===== config.mk =====
export PLATFORM = sky130hd
export DESIGN_NAME = fsm_uart_rx
export DESIGN_NICKNAME = d
export VERILOG_FILES = /design/src/rtl/uart_pkg.sv /design/src/rtl/uart_rx_sync.sv /design/src/rtl/fsm_uart_rx.sv
export SDC_FILE = /design/constraint.sdc
export NUM_CORES = 1
export LEC_CHECK = 0
export CAP_MARGIN = 15
export CORE_ASPECT_RATIO = 1.75
export CORE_MARGIN = 2
export CORE_UTILIZATION = 65
export CTS_BUF_LIST = sky130_fd_sc_hd__clkbuf_4
export CTS_CLUSTER_SIZE = 40
export DETAILED_ROUTE_END_ITERATION = 7
export DONT_BUFFER_PORTS = 1
export PLACE_DENSITY = 0.82
export SYNTH_ARGS = -nofsm -noshare
export SYNTH_HDL_FRONTEND = slang
export SYNTH_SLANG_ARGS = --single-unit

===== constraint.sdc =====
create_clock -name clk -period 2.4 [get_ports clk]
set_input_delay 0.48 -clock clk [delete_from_list [all_inputs] [get_ports clk]]
set_output_delay 0.48 -clock clk [all_outputs]
set_load 0.01 [all_outputs]

===== src/rtl/uart_pkg.sv =====
// uart_pkg: definitions shared by the UART receiver and transmitter.
//   uart_state_e : frame FSM states (2-bit encoding)
//   calc_cpb     : clocks per bit = clk_freq / baud (integer divide)
//   calc_half    : half a bit period, the start-bit sampling offset
package uart_pkg;

  typedef enum logic [1:0] {
    IDLE  = 2'd0,
    START = 2'd1,
    DATA  = 2'd2,
    STOP  = 2'd3
  } uart_state_e;

  function automatic int calc_cpb(input int clk_freq, input int baud);
    return clk_freq / baud;
  endfunction

  function automatic int calc_half(input int clk_freq, input int baud);
    return calc_cpb(clk_freq, baud) / 2;
  endfunction

endpackage


===== src/rtl/uart_rx_sync.sv =====
// uart_rx_sync: two-flop synchroniser for the asynchronous rx line, plus one
// history flop for falling-edge detection. All flops reset high, which is
// the idle line level, so reset never produces a false start edge.
//   clk, rst_n  : clock, asynchronous active-low reset
//   rx_i        : raw serial line
//   rx_s        : synchronised line level
//   start_edge  : high for one cycle on a synchronised high->low transition
module uart_rx_sync (
  input  logic clk,
  input  logic rst_n,
  input  logic rx_i,
  output logic rx_s,
  output logic start_edge
);

  logic meta;
  logic hist;

  always_ff @(posedge clk or negedge rst_n) begin
    if (!rst_n) begin
      meta <= 1'b1;
      rx_s <= 1'b1;
      hist <= 1'b1;
    end else begin
      meta <= rx_i;
      rx_s <= meta;
      hist <= rx_s;
    end
  end

  assign start_edge = hist & ~rx_s;

endmodule


===== src/rtl/fsm_uart_rx.sv =====
// fsm_uart_rx: 8N1-style UART receiver (1 start, DATA_BITS data LSB first,
// no parity, 1 stop). Samples at mid-bit and strobes each received frame.
//   clk, rst_n : clock, asynchronous active-low reset
//   rx_i       : serial line, asynchronous, idles high
//   rx_data    : last good byte, held until the next good frame
//   rx_valid   : 1-cycle pulse, rx_data updated this cycle
//   frame_err  : 1-cycle pulse, stop bit sampled low (rx_data untouched)
//   busy       : high whenever the FSM is not IDLE
module fsm_uart_rx
  import uart_pkg::*;
#(
  parameter int CLK_FREQ  = 27_000_000,
  parameter int BAUD      = 115_200,
  parameter int DATA_BITS = 8
) (
  input  logic                 clk,
  input  logic                 rst_n,
  input  logic                 rx_i,
  output logic [DATA_BITS-1:0] rx_data,
  output logic                 rx_valid,
  output logic                 frame_err,
  output logic                 busy
);

  localparam int CPB  = calc_cpb(CLK_FREQ, BAUD);
  localparam int HALF = calc_half(CLK_FREQ, BAUD);
  localparam int CW   = $clog2(CPB);
  localparam int IW   = $clog2(DATA_BITS);

  localparam logic [CW-1:0] CNT_LAST = CW'(CPB - 1);
  localparam logic [CW-1:0] CNT_HALF = CW'(HALF - 1);
  localparam logic [IW-1:0] IDX_LAST = IW'(DATA_BITS - 1);

  logic                 rx_s;
  logic                 start_edge;
  uart_state_e          state;
  logic [CW-1:0]        cnt;
  logic [IW-1:0]        idx;
  logic [DATA_BITS-1:0] shreg;

  uart_rx_sync u_sync (
    .clk        (clk),
    .rst_n      (rst_n),
    .rx_i       (rx_i),
    .rx_s       (rx_s),
    .start_edge (start_edge)
  );

  // busy is updated on every state transition so it tracks state != IDLE
  // exactly while still being a flop output.
  always_ff @(posedge clk or negedge rst_n) begin
    if (!rst_n) begin
      state     <= IDLE;
      cnt       <= '0;
      idx       <= '0;
      shreg     <= '0;
      rx_data   <= '0;
      rx_valid  <= 1'b0;
      frame_err <= 1'b0;
      busy      <= 1'b0;
    end else begin
      rx_valid  <= 1'b0;
      frame_err <= 1'b0;
      case (state)
        IDLE: begin
          if (start_edge) begin
            state <= START;
            cnt   <= '0;
            busy  <= 1'b1;
          end
        end
        START: begin
          // Re-check the line mid start bit to reject short glitches.
          if (cnt == CNT_HALF) begin
            cnt <= '0;
            if (!rx_s) begin
              state <= DATA;
              idx   <= '0;
            end else begin
              state <= IDLE;
              busy  <= 1'b0;
            end
          end else begin
            cnt <= cnt + 1'b1;
          end
        end
        DATA: begin
          if (cnt == CNT_LAST) begin
            cnt   <= '0;
            // Shift in at the MSB so the first (LSB) bit ends up at bit 0.
            shreg <= {rx_s, shreg[DATA_BITS-1:1]};
            if (idx == IDX_LAST) state <= STOP;
            else                 idx   <= idx + 1'b1;
          end else begin
            cnt <= cnt + 1'b1;
          end
        end
        STOP: begin
          // Leave at mid stop bit so a back-to-back start edge is caught.
          if (cnt == CNT_LAST) begin
            cnt   <= '0;
            state <= IDLE;
            busy  <= 1'b0;
            if (rx_s) begin
              rx_data  <= shreg;
              rx_valid <= 1'b1;
            end else begin
              frame_err <= 1'b1;
            end
          end else begin
            cnt <= cnt + 1'b1;
          end
        end
        default: begin
          state <= IDLE;
          busy  <= 1'b0;
        end
      endcase
    end
  end

endmodule


# Word level (Yosys, flattened, before mapping)
# Index checks and enable logic that the tools add are counted.
dict set report word_totals {
  regBits 35
  inputBits 3
  out_inout_bits 11
  word_cells 65
}
dict set report op_classes {
  n_addsub 2
  eq_ne 14
  n_mux 27
  bitwise_logic 2
  n_reduce_logical 9
}
# op n
set op_table {}
lappend op_table {{$mux W8} 3}
lappend op_table {{$pmux W8 S3} 1}
lappend op_table {{$reduce_and A5 Y1} 3}
lappend op_table {{$ne A2 B2 Y1 const B} 7}
lappend op_table {{$mux W2} 6}
lappend op_table {{$mux W3} 4}
lappend op_table {{$mux W1} 10}
lappend op_table {{$add A8 B1 Y8 const B} 1}
lappend op_table {{$eq A8 B7 Y1 const B} 1}
lappend op_table {{$eq A8 B8 Y1 const B} 1}
lappend op_table {{$pmux W2 S4} 1}
lappend op_table {{$pmux W3 S2} 1}
lappend op_table {{$eq A2 B2 Y1 const B} 2}
lappend op_table {{$add A3 B1 Y3 const B} 1}
lappend op_table {{$eq A3 B3 Y1 const B} 1}
lappend op_table {{$pmux W1 S3} 1}
lappend op_table {{$reduce_and A3 Y1} 1}
lappend op_table {{$reduce_bool A3 Y1} 1}
lappend op_table {{$eq A2 B1 Y1 const B} 1}
lappend op_table {{$logic_not A2 Y1} 1}
lappend op_table {{$ne A2 B1 Y1 const B} 1}
lappend op_table {{$reduce_and A2 Y1} 1}
lappend op_table {{$reduce_bool A2 Y1} 1}
lappend op_table {{$reduce_or A2 Y1} 1}
lappend op_table {{other kinds (2)} 2}

# Logic depth before layout (Yosys ltp)
dict set report depth {
  ltp_word 4
  ltp_mapped 7
  mapped_depth_nobuf 6
}

# Modules after synthesis
# From an unflattened synthesis, not the netlist that was laid out.
dict set report unflattened {
  cells_unflattened 143
  hier_area_um2 1690.4
}
# module n_inst cells_per_inst area_per_inst_um2 seq_area_each_um2
set modules_own_cells {}
lappend modules_own_cells {fsm_uart_rx 1 139 1597.8 800.8}
lappend modules_own_cells {uart_rx_sync 1 4 92.6 78.8}

# Worst setup path before layout
# Ideal clock, no wire load.
dict set report synth_path {
  path_type {register to register}
  from {register cnt[0]}
  to {register idx[1]}
  setup_ns 0.125
  arrival_ns 1.651
  required_time_ns 2.275
  slack_ns 0.624
  path_stages_with_launch 7
  path_buffers 1
  period_less_slack_ns 1.776
  path_cell_list {dfrtp_1 > ha_1 > and3b_1 > and4_1 > buf_4 > a32oi_4 > mux2_2}
}
dict set report synth_between {
  elab_chain_len 3
  elab_cells_between_ends 5
  classes_between {eq/ne: 4; reduce/logical: 1}
}
# item line_no
set synth_lines {}
lappend synth_lines {{from (decl)} fsm_uart_rx.sv:37} ;# logic [CW-1:0] cnt;
lappend synth_lines {{from (signal assigned)} fsm_uart_rx.sv:84} ;# cnt <= cnt + 1'b1;
lappend synth_lines {{from (signal assigned)} fsm_uart_rx.sv:95} ;# cnt <= cnt + 1'b1;
lappend synth_lines {{from (signal assigned)} fsm_uart_rx.sv:111} ;# cnt <= cnt + 1'b1;
lappend synth_lines {{$eq A8 B8 Y1 or $eq A8 B7 Y1 (tied branches)} {fsm_uart_rx.sv:88, fsm_uart_rx.sv:74}}
lappend synth_lines {{$ne A2 B2 Y1 (no source line)} --}
lappend synth_lines {{$reduce_and A5 Y1 (no source line) *} --}
lappend synth_lines {{to (signal assigned)} fsm_uart_rx.sv:93} ;# else idx <= idx + 1'b1;
lappend synth_lines {{to (decl)} fsm_uart_rx.sv:38} ;# logic [IW-1:0] idx;
# Every way passes the cells marked *; elsewhere a longest branch is shown, timed or not.
# A chain may end at the register's enable or synchronous reset.

# Final worst setup path
dict set report layout_path {
  from {register cnt[0]}
  to {register idx[2]}
}
# Same word-level chain as after synthesis.

==> impl_metrics.toml <==
[critical_path]
worstSetupStartpointType = "register"
crit_path_max_incr_delay_ns = 0.44
critPathMaxFanout = 10
critical_path_class = "register to register"
worstPathCellList = "ha_1 > and3b_1 > and4_1 > a32oi_4 > mux2_2"
critical-path-slowest-cell = "dfrtp_1"
worstPathRequired_ns = 2.62
arrival_ns = 2.18
cp-end-kind = "register"

[clock_tree]
clock-sinks = 35
root_buffer = "clkbuf_4"
hold_buffers = 2
clk_pin_slew_ns = 0.11
cts_resized = 0
clock_latency_ns = 0.35
clockBufferDepth = 2
cts_setup_buffers = 0
cts_max_level = 2
cts_buffers = 5
cts_tree = "yes"

[sta]
hold_viol_final = 0
rsz0062_at_grt = "no"
fin_crit_sh_pct = 81.4
tns_ns = 0
timing.final.crit_period_ns = 1.95
finalSetupViolCount = 0
worstMarginPinSlew_ns = 0.644
maxSlewHeadroom_pct = 56.8
fmax_ghz = 0.512
holdWs_ns = 0.136
slew_violations = 0
clock_skew_ns = 0.0172

[synth]
ys_seq_elements = 35
yosys_warnings = 0
yosysUniqueCellTypes = 40
yosysTopAreaCellShare_pct = 48.5
syn_nets = 142
post_synth.cell_area_avg_um2 = 12.3
synthesis.area_um2 = 1650
synthCells = 134
synth_top_area_cell = "dfrtp_1"
seq_area_frac_synth_pct = 53.3
synth.area.top_cells = "dfrtp_1 49%, mux2_2 12%, dfstp_2 4.8%"

[pwr]
p_leak_nw = 0.859
p_clk_share_pct = 24.9
p_per_area_nw_per_um2 = 747
power_switching_uw = 407
seqPwrFrac_pct = 57.7
pwr-share-comb_pct = 17.4
total_power_mw = 1.30
power.internal_uw = 897
peakVddDrop_uv = 497
swShare_pct = 31.2

[global_route]
grt_use_total_pct = 22.5
grt_max_degree = 36
grt_pass1_wl_um = 4920
antenna_found_initial = 0
grt_pass1_vias = 1061
grt.overflow.total = 0

[cells_and_area]
area.growth.synth_to_final_pct = 5.76
final_cell_mix = "32 x dfrtp_1, 18 x mux2_2, 13 x nand2_1, 7 x inv_1, 7 x clkbuf_4"
num_antenna_cells = 0
layout_commonest_cell = "dfrtp_1"
fin_cells = 165
drive_above_1_share_pct = 26.6
nets = 146
n_fill_cell = 171

[die]
ios = 14
dieWidth_um = 42.1
initial_utilization_pct = 67.0
die_height_um = 70.7
core.rowCount = 24
die_area_um2 = 2970
core_um2 = 2460

[detailed_routing]
postRouteAntennaNets = 0
routed.top_layer = "met4"
drt-met1-wl_um = 1120
drcViolationCount = 0
drtPass1Iterations = 4
totalWireLength_um = 2910
drt-vias-per-instance = 6.38
wl_met3_um = 114
wl_per_cell_um = 17.6
wl_met2_um = 1580
via_count = 1052
drtIter0Drc = 28

[placed_design]
port_buffers = 0
hpwlAfterDp_um = 2090
gp_congestion = 0.843
placedCellCount = 155

[run]
maxCapViolCount = 0

[run_status]
status = "complete, no violations"

[worst_hold_path]
min_path_type = "primary input to register"
-- cells in the mapped netlist, drive strengths merged --
cell      n
and3b     1
nand4b    1
a21o      1
and2      1
a31oi     1
buf       3
o22ai     3
mux2     18
ha        5
a32o      1
nand3     2
dfrtp    32
nor3      4
a22o      3
nor3b     1
and4b     1
a32oi     1
o311a     1
xnor2     1
a221o     1
o21a      2
nor2b     3
dfstp     3
o21ai     3
nand2    14
inv       7
xor2      1
a21oi     4
nor2      3
a2111oi   1
or2       1
and3      3
o31ai     2
and4      2
clkbuf    2
nor4      1
-- per-layer routing --
layer,vias up,track usage (%)
met1,524,25.7
met3,9,6.12
li1,494,-
met4,0,13.5
met5,-,0
met2,25,37.2
-- power groups by stage --
| stage | registers, mW | clock network, mW | logic (mW) |
|---|---|---|---|
| after floorplan | 0.711 | 0 | 0.213 |
| after global placement | 0.759 | 0 | 0.203 |
| after detailed placement | 0.766 | 0 | 0.211 |
| after CTS | 0.753 | 0.333 | 0.229 |
| after global routing | 0.770 | 0.353 | 0.260 |
| final | 0.753 | 0.325 | 0.227 |
-- final timing paths --
kind,slack [ns],start,cells past startpoint,to
setup / recovery,0.45,cnt[0],5,idx[2]
hold / removal,0.14,rx_i,0,u_sync.meta
setup reg to reg,0.45,cnt[0],5,idx[2]
hold reg to reg,0.36,u_sync.meta,0,u_sync.rx_s
max in group asynchronous,1.55,rst_n,2,u_sync.meta
min in group asynchronous,0.57,rst_n,2,cnt[6]
-- registers in the layout, indices dropped and copies added (netlist names), named ones only --
| name | count |
|---|---|
| cnt | 8 |
| rx_data | 8 |
| shreg | 8 |
| idx | 3 |
| busy | 1 |
| frame_err | 1 |
| rx_valid | 1 |
| state | 1 |
| u_sync.hist | 1 |
| u_sync.meta | 1 |
| u_sync.rx_s | 1 |
-- critical path, delay by kind of cell (launching register included) --
| family | cells | cell delay, ns |
|---|---|---|
| adders and majority gates | 1 | 0.21 |
| AOI/OAI and AO/OA | 1 | 0.25 |
| and+or+nand+nor | 2 | 0.57 |
| DFF | 1 | 0.44 |
| muxes | 1 | 0.36 |
-- final cells by class --
class	instances	area, um2	area share, %
well taps	26	32.5	1.86
multi-input cells	87	719	41.2
repair buffers	2	30.0	1.72
clock buffers	7	52.6	3.01
clock inverters	1	5.00	0.287
flip-flops and latches	35	880	50.4
inverters	7	26.3	1.51
-- through the flow --
stage	cell area (um2)	setup slack [ns]	utilization (%)
4_1_cts	1750	0.447	70.9
3_5_place_dp	1660	0.482	67.3
5_1_grt	1750	0.353	70.9
6_report	1750	0.445	70.9
2_1_floorplan	1650	0.624	-
3_3_place_gp	1660	0.549	67.3
-- cell families (layout without fill, tap and decap cells) --
logic type | after synthesis | in the layout | synth area share, %
AND/OR/NAND/NOR | 38 | 38 | 14.9
flip-flops | 35 | 35 | 53.3
AO/OA/AOI/OAI | 24 | 24 | 11.5
multiplexers | 18 | 18 | 12.3
buffers and inverters | 12 | 17 | 3.11
adder cells (fa/ha/maj) | 5 | 5 | 3.79
XOR/XNOR | 2 | 2 | 1.06
(Power assumes the default switching activity.)
==> patch (same flow settings) <==
Encoding of `uart_state_e`: now one-hot (4 bits for 4 states).
--- a/src/rtl/uart_pkg.sv
+++ b/src/rtl/uart_pkg.sv
@@ -6,7 +6,7 @@
 
-  typedef enum logic [1:0] {
-    IDLE  = 2'd0,
-    START = 2'd1,
-    DATA  = 2'd2,
-    STOP  = 2'd3
+  typedef enum logic [3:0] {
+    IDLE  = 4'b0001,
+    START = 4'b0010,
+    DATA  = 4'b0100,
+    STOP  = 4'b1000
   } uart_state_e;
Check against the original RTL: no difference found for any inputs over 10 cycles, from zero or initial values and one cycle with rst_n low; not proved beyond that.
==> patch against the original RTL <==
Final area up 7.0%. Largest cell class unchanged. Largest power group unchanged. Power increased by 25%. First-iteration DRC count increased to 2.5 times the old value. Global-route usage up 2.7 points. Setup slack lost 0.19 ns. Synthesized cell count increased by 9.7%. Sequential cell count up 2. Wire length grew 14%. Final cell count increased by 9.1%. Synthesized area is 3.9% higher. Combinational power grew 46%.
==> patch: results (changes against the original RTL) <==
[status]
status = completed

[worst_setup_path]
endpoint = busy$_DFFE_PN0P_
r2r_cells = 7  ; +2
critPathMaxStageDelay_ns = 0.55  ; +0.11 ns
startpoint = cnt[1]$_DFFE_PN0P_
cp_slowest_cell = or4_1
cp_max_fo = 9  ; -1
r2r_setup_slack_ns = 0.25  ; -0.19 ns

[synthesis]
synth-seq-area-share_pct = 54.3  ; +1.0 points
synth.top_cells.by_area = dfrtp_1 48%, mux2_2 12%, dfstp_2 6.1%, ha_1 3.6%, a22o_1 3.1%
ys_ff_latch = 37  ; +5.7%
yosys-top-cells-count = 33 x dfrtp_1, 18 x mux2_2, 12 x nand2_1, 8 x nor2_1
synth_nets = 155  ; +9.2%
ys_types = 35  ; -13%
synthCells = 147  ; +9.7%

[grt]
grt_usage_pct = 25.2  ; +2.7 points
grt_max_degree = 38  ; +5.6%
grt_pass1_vias = 1223  ; +15%

[layout]
fin_cells = 180  ; +9.1%
drive_gt1_share_pct = 24.0  ; -2.6 points

[place]
post-place-ws_ns = 0.323  ; -0.158 ns
gp_congestion = 0.840  ; -0.37%
placedCellCount = 170  ; +9.7%
post-dp-hpwl_mm = 2.21  ; +6.0%
dpl_cell_area_sq_um = 1740  ; +4.7%

[detailed_routing]
wl_per_cell_um = 18.5  ; +4.8%
drt_iter0_markers = 70  ; +150%
first_pass_iters = 5  ; +1
vias_per_cell = 6.49  ; +1.9%

[sta]
fin_hold_ws_ns = 0.106  ; -0.0296 ns
maxSlewHeadroom_pct = 64.7  ; +7.9 points
fmax_mhz = 466  ; -8.9%
finClkSkew_ns = 0.0141  ; -0.00309 ns

[pwr]
ir_worst_vdd_v = 0.000739  ; +49%
p_sw_mw = 0.467  ; +15%
p_leak_nw = 0.924  ; +7.6%

==> patch: area by class of cell <==
class                      count  area, sq um
timing repair buffer           3         37.5
multi-input combinational     99          738
tap                           26         32.5
clock inverter                 3         65.1
fill                         160          624
inverter                       7         26.3
sequential                    37          931
clock buffer                   5         37.5
==> patch: repair_timing <==
action | CTS | global route
setup buffers | 0 | 0
hold buffers | 2 | 0
endpoints found under the hold margin | 37 | 0
==> patch: routing by layer <==
layer  GRT usage [%]  share of wire [%]  vias up
met5               0                  0        -
met4            11.1                2.3        0
met3            7.71                4.4        8
met2            42.4                 57       42
met1            29.0                 36      587
li1                -                  -      532
==> patch: kinds of logic (layout without fill, tap and decap cells) <==
family	Yosys count	after routing	synth area share, %
and+or+nand+nor	48	48	16.4
DFF	37	37	54.3
AOI/OAI and AO/OA	27	27	10.7
muxes	18	18	11.8
buffers and inverters	11	18	2.63
adders and majority gates	5	5	3.65
xor gates and xnor gates	1	1	0.511
